`src/rtl/fpadd_seq_ctrl.sv`:
```
// Sequencing and display controller for the FP adder demo: issues one operand pair per
// request, captures the sum after the adder latency and scans the result onto hex digits.
module fpadd_seq_ctrl #(
   parameter int DEPTH    = 16,
   parameter int ADDR_W   = 4,
   parameter int LATENCY  = 4,
   parameter int SCAN_DIV = 50000,
   parameter int DIGITS   = 8
) (
   input  logic              clk,
   input  logic              rst,
   input  logic              button,
   input  logic              auto_mode,
   input  logic              half_sel,
   output logic [ADDR_W-1:0] addr,
   output logic              issue_valid,
   input  logic [31:0]       fp_out,
   output logic [31:0]       result_q,
   output logic              result_valid,
   output logic              overrun,
   output logic [DIGITS-1:0] anode,
   output logic [3:0]        nibble
);

   localparam int                DIV_W      = $clog2(SCAN_DIV);
   localparam logic [3:0]        WAIT_LOAD  = 4'(LATENCY - 1);
   localparam logic [ADDR_W-1:0] ADDR_LAST  = ADDR_W'(DEPTH - 1);
   localparam logic [DIV_W-1:0]  DIV_LAST   = DIV_W'(SCAN_DIV - 1);
   localparam logic [2:0]        DIGIT_LAST = 3'(DIGITS - 1);
   localparam logic [DIGITS-1:0] DIGIT0_HOT = DIGITS'(1);

   typedef enum logic [1:0] {
      IDLE,
      ISSUE,
      WAIT,
      CAPTURE
   } state_t;

   state_t            r_state;
   state_t            w_nextState;
   logic              w_start;
   logic              w_capture;
   logic [3:0]        r_waitCnt;
   logic              r_pending;
   logic              r_overrun;
   logic [ADDR_W-1:0] r_addr;
   logic [31:0]       r_result;
   logic              r_resultValid;

   logic [DIV_W-1:0]  r_div;
   logic [2:0]        r_digit;
   logic [2:0]        w_nextDigit;
   logic [15:0]       w_half;
   logic [31:0]       w_dispWord;
   logic [4:0]        w_nibIdx;
   logic [3:0]        w_nibNext;
   logic [DIGITS-1:0] r_anode;
   logic [3:0]        r_nibble;

   always_ff @(posedge clk or posedge rst) begin
      if (rst) begin
         r_state <= IDLE;
      end else begin
         r_state <= w_nextState;
      end
   end

   // WAIT always spans LATENCY cycles, so fp_out is sampled exactly LATENCY cycles
   // after the ISSUE cycle and the capture lands on the edge entering CAPTURE.
   always_comb begin
      w_nextState = r_state;
      w_start     = 1'b0;
      w_capture   = 1'b0;
      case (r_state)
         IDLE: begin
            if (button || r_pending || auto_mode) begin
               w_start     = 1'b1;
               w_nextState = ISSUE;
            end
         end
         ISSUE: begin
            w_nextState = WAIT;
         end
         WAIT: begin
            if (r_waitCnt == 4'd0) begin
               w_capture   = 1'b1;
               w_nextState = CAPTURE;
            end
         end
         CAPTURE: begin
            w_nextState = IDLE;
         end
         default: begin
            w_nextState = IDLE;
         end
      endcase
   end

   always_ff @(posedge clk or posedge rst) begin
      if (rst) begin
         r_waitCnt <= 4'd0;
      end else if (r_state == ISSUE) begin
         r_waitCnt <= WAIT_LOAD;
      end else if (r_state == WAIT && r_waitCnt != 4'd0) begin
         r_waitCnt <= r_waitCnt - 4'd1;
      end
   end

   always_ff @(posedge clk or posedge rst) begin
      if (rst) begin
         r_result      <= 32'd0;
         r_addr        <= '0;
         r_resultValid <= 1'b0;
      end else begin
         r_resultValid <= w_capture;
         if (w_capture) begin
            r_result <= fp_out;
            r_addr   <= (r_addr == ADDR_LAST) ? '0 : r_addr + 1'b1;
         end
      end
   end

   // A press arriving while IDLE consumes a pending request stays queued behind it.
   always_ff @(posedge clk or posedge rst) begin
      if (rst) begin
         r_pending <= 1'b0;
         r_overrun <= 1'b0;
      end else if (r_state == IDLE) begin
         if (w_start) begin
            r_pending <= r_pending & button;
         end
      end else if (button) begin
         if (r_pending) begin
            r_overrun <= 1'b1;
         end else begin
            r_pending <= 1'b1;
         end
      end
   end

   always_comb begin
      w_nextDigit = (r_digit == DIGIT_LAST) ? 3'd0 : r_digit + 3'd1;
      w_half      = half_sel ? r_result[31:16] : r_result[15:0];
      w_dispWord  = (DIGITS == 4) ? {16'd0, w_half} : r_result;
      w_nibIdx    = {w_nextDigit, 2'b00};
      w_nibNext   = w_dispWord[w_nibIdx +: 4];
   end

   // Digit enable and value are loaded together on each divider wrap.
   always_ff @(posedge clk or posedge rst) begin
      if (rst) begin
         r_div    <= '0;
         r_digit  <= 3'd0;
         r_anode  <= ~DIGIT0_HOT;
         r_nibble <= 4'd0;
      end else if (r_div == DIV_LAST) begin
         r_div    <= '0;
         r_digit  <= w_nextDigit;
         r_anode  <= ~(DIGIT0_HOT << w_nextDigit);
         r_nibble <= w_nibNext;
      end else begin
         r_div <= r_div + 1'b1;
      end
   end

   assign addr         = r_addr;
   assign issue_valid  = (r_state == ISSUE);
   assign result_q     = r_result;
   assign result_valid = r_resultValid;
   assign overrun      = r_overrun;
   assign anode        = r_anode;
   assign nibble       = r_nibble;

endmodule

```
`config.mk`:
```
export PLATFORM = sky130hd
export DESIGN_NAME = fpadd_seq_ctrl
export DESIGN_NICKNAME = d
export VERILOG_FILES = /design/src/rtl/fpadd_seq_ctrl.sv
export SDC_FILE = /design/constraint.sdc
export NUM_CORES = 1
export LEC_CHECK = 0
export ABC_AREA = 0
export BUFFER_PORTS_ARGS = -buffer_cell sky130_fd_sc_hd__buf_4
export CAP_MARGIN = 20
export CORE_AREA = 2 2 92 94
export DETAILED_ROUTE_END_ITERATION = 10
export DIE_AREA = 0 0 94 96
export PLACE_DENSITY_LB_ADDON = 0.25
export SLEW_MARGIN = 20
export SYNTH_ARGS = -nofsm -noshare
export SYNTH_HDL_FRONTEND = slang
export SYNTH_SLANG_ARGS = --single-unit
```
`constraint.sdc`:
```
create_clock -name clk -period 3.45 [get_ports clk]
set_input_delay 0.345 -clock clk [delete_from_list [all_inputs] [get_ports clk]]
set_output_delay 0.345 -clock clk [all_outputs]
set_load 0.1 [all_outputs]
```
==> reports/results.ini <==
[run_status]
status=finished, final reports clean

[critical_path]
slowest_stage=or4_1
cp.required_ps=3690
critPathMaxFanout=16
crit_start=r_div[7]$_DFF_PP0_
r2r_start=r_div[7]$_DFF_PP0_
critical_path.top_delay_family=simple AND/OR/NAND/NOR gates
cp_data_arrival_time_ps=2470
path_buf_inv=0
end_kind=register
path_cells=or4b_1, or4_1, a22o_1
critical_path.max_stage_delay_ps=760
start_kind=register
crit_type=register to register

[logic_synthesis]
syn_inst=300
ys_warn_count=0
synth_compound_area_share_pct=8.36
synth.area.top_cells=dfrtp_1, mux2_2, dfstp_2
synth_top_area_cell=dfrtp_1
ys_seq_area_share_pct=54.8
netlist-cell-type-count=48
synth_top_family_by_area=simple AND/OR/NAND/NOR gates
syn_area_per_cell_um2=11.6
async_reset_ff_share_pct=100
syn_area_um2=3490
yosysTopAreaCellShare_pct=49.5
yosys.area_share.adder_pct=3.23
synth_xor_area_share_pct=4.02
synth-seq-cells=76
syn_nets=346
synth_edf_count=0
muxShareOfSynthArea_pct=13.1
synth_simple_gate_area_share_pct=13.5
synth-main-ff-cell=dfrtp_1

[sta]
max_freq_mhz=448
slew_headroom_pct=63.0
worstMarginPinSlew_ps=555
period_minus_slack_ps=2230
rsz0062_at_grt=no
skew_ps=8.50
fin_crit_sh_pct=64.7
slew_violations=0
setup_viol=0
fin_tns_setup_ps=0
hold_viol_final=0

[layout]
n_fill_cell=709
final_area_um2=4440
num_antenna_cells=0
nets=435
drive_gt1_share_pct=39.3
syn2layout_area_growth_pct=27.3

[floorplan]
die-area_um2=9020
die_height_um=96
die_w_um=94
design.portCount=88
core_um2=8050
rows=33
initial_core_util_pct=43.3

[clocking]
clk_pin_slew_ps=90
cts.sinks=76
cts_tree=done
cts_buffers=9
clk_latency_ps=350
htreeDepth=3
cts_root_buf=clkbuf_8
cts_buffer_depth=2
cts_resized=0

[pwr]
leakage_nw=2.04
combPwrFrac_pct=55.3
power_density_nw_per_um2=972
power_mw=4.32
seq_power_share_pct=30.8
intPower_mw=1.97
pwr-share-clk_pct=13.9
p_sw_share_pct=54.3
power_switching_mw=2.34
ir_drop_mv=0.889

[global_route]
grt_overflow_total=0
grt_pass1_wl_mm=12.6
grt_max_degree=46
antenna_found_initial=0
grt_pass1_vias=2536
grt_util_all_layers_pct=17.9

[route]
post_drt_wl_per_cell_um=15.2
drtAntennaViolNets=0
drt-initial-drc-count=108
wl_mm=7.58
first_pass_iters=4
via_per_inst=5.20
route.vias.total=2596
post-route-drc-count=0

[job]
maxCapViolCount=0

[placed_design]
dp_hpwl_mm=5.39
place.port_buffers=86
gp_congestion=0.777
place_area_um2=4260

[worst_hold_path]
hold_start=fp_out[18]
hold_path_class=input pin to register

flip-flops by register name, summed over array words and instances, names as in the netlist:
name	count
result_q	32
r_div	16
result_valid	1
overrun	1
r_pending	1
anode	8
addr	4
r_waitCnt	4
r_digit	3
r_state	2
nibble	4
cells in the final DEF (no fill, tap or decap), drive strengths merged, types with 2 or more instances in the layout:
cell / netlist / layout
nor4: 4 / 4
inv: 11 / 11
nand4: 4 / 4
a2111oi: 4 / 4
ha: 9 / 9
nand3: 7 / 7
a31oi: 8 / 8
o31ai: 4 / 4
nor4b: 3 / 3
nand2: 19 / 19
or4: 3 / 3
xnor2: 9 / 9
or3b: 2 / 2
nor3: 4 / 4
dfstp: 7 / 7
buf: 6 / 91
o21ai: 9 / 9
clkinv: 0 / 3
mux2i: 5 / 5
nand2b: 4 / 4
a221oi: 3 / 3
or3: 2 / 2
dfrtp: 69 / 69
nor2: 26 / 26
clkinvlp: 0 / 3
clkbuf: 8 / 10
mux2: 36 / 36
a21oi: 8 / 8
or4b: 2 / 2
xor2: 7 / 7
nor2b: 2 / 2
synthesized netlist by cell type (all sizes together) (7+ instances only):
cell,count
a21oi,8
a31oi,8
clkbuf,8
dfrtp,69
dfstp,7
ha,9
inv,11
mux2,36
nand2,19
nand3,7
nor2,26
o21ai,9
xnor2,9
xor2,7
through the flow:
stage | std cells | worst slack, ps | util (%) | hold slack (ps)
after CTS | 499 | 1210 | 55.1 | 207
final | 499 | 1220 | 55.1 | 219
after global placement | 482 | 1230 | 52.9 | 229
after detailed placement | 482 | 1220 | 52.9 | 230
after global routing | 499 | 983 | 55.1 | 214
after floorplan | 300 | 1180 | - | 433
logic make-up after synthesis:
kind of cell    Yosys count
buf+inv                  25
fa+ha+maj                 9
simple gates             89
flops                    76
mux                      41
xor+xnor                 16
compound gates           44
worst register-to-register path: cells and delay by family (launching register included):
| kind | cells | cell delay (ps) |
|---|---|---|
| DFF | 1 | 450 |
| and+or+nand+nor | 2 | 1350 |
| AOI/OAI and AO/OA | 1 | 330 |
power groups by stage:
stage                     Combinational [mW]  Clock, mW  Sequential, mW
after floorplan                        0.512          0            2.70
after global routing                    2.48      0.659            1.37
after CTS                               2.40      0.617            1.34
after global placement                  2.37          0            1.34
final                                   2.38      0.601            1.33
after detailed placement                2.39          0            1.35
final timing paths:
path	end	slack, ps	cells past startpoint
worst max-delay path	nibble[1]$_DFFE_PP0N_	1220	3
worst min-delay path	result_q[18]$_DFFE_PP0P_	220	2
worst max register to register	nibble[1]$_DFFE_PP0N_	1220	3
worst min register to register	r_div[0]$_DFF_PP0_	480	1
max in group asynchronous	anode[4]$_DFFE_PP1N_	2260	4
min in group asynchronous	result_q[9]$_DFFE_PP0P_	430	3
final cells by class:
type | count | area, µm² | area share [%]
sequential | 76 | 1910 | 43.1
multi-input combinational | 199 | 1490 | 33.6
timing repair buffer | 92 | 693 | 15.6
tap | 105 | 131 | 2.96
clock buffer | 10 | 128 | 2.88
clock inverter | 6 | 41.3 | 0.930
inverter | 11 | 41.3 | 0.930
per-layer routing:
layer  GRT usage (%)  routed length [µm]
met2            28.5                3800
met5               0                   0
met3            3.29                 336
met4            7.61                 125
met1            24.0                3310
repair_timing:
item,CTS,global route
hold buffers,1,0
endpoints found under the hold margin,4,0
buffers inserted,0,0
endpoints found under the setup margin,0,0
(Power assumes the default switching activity.)
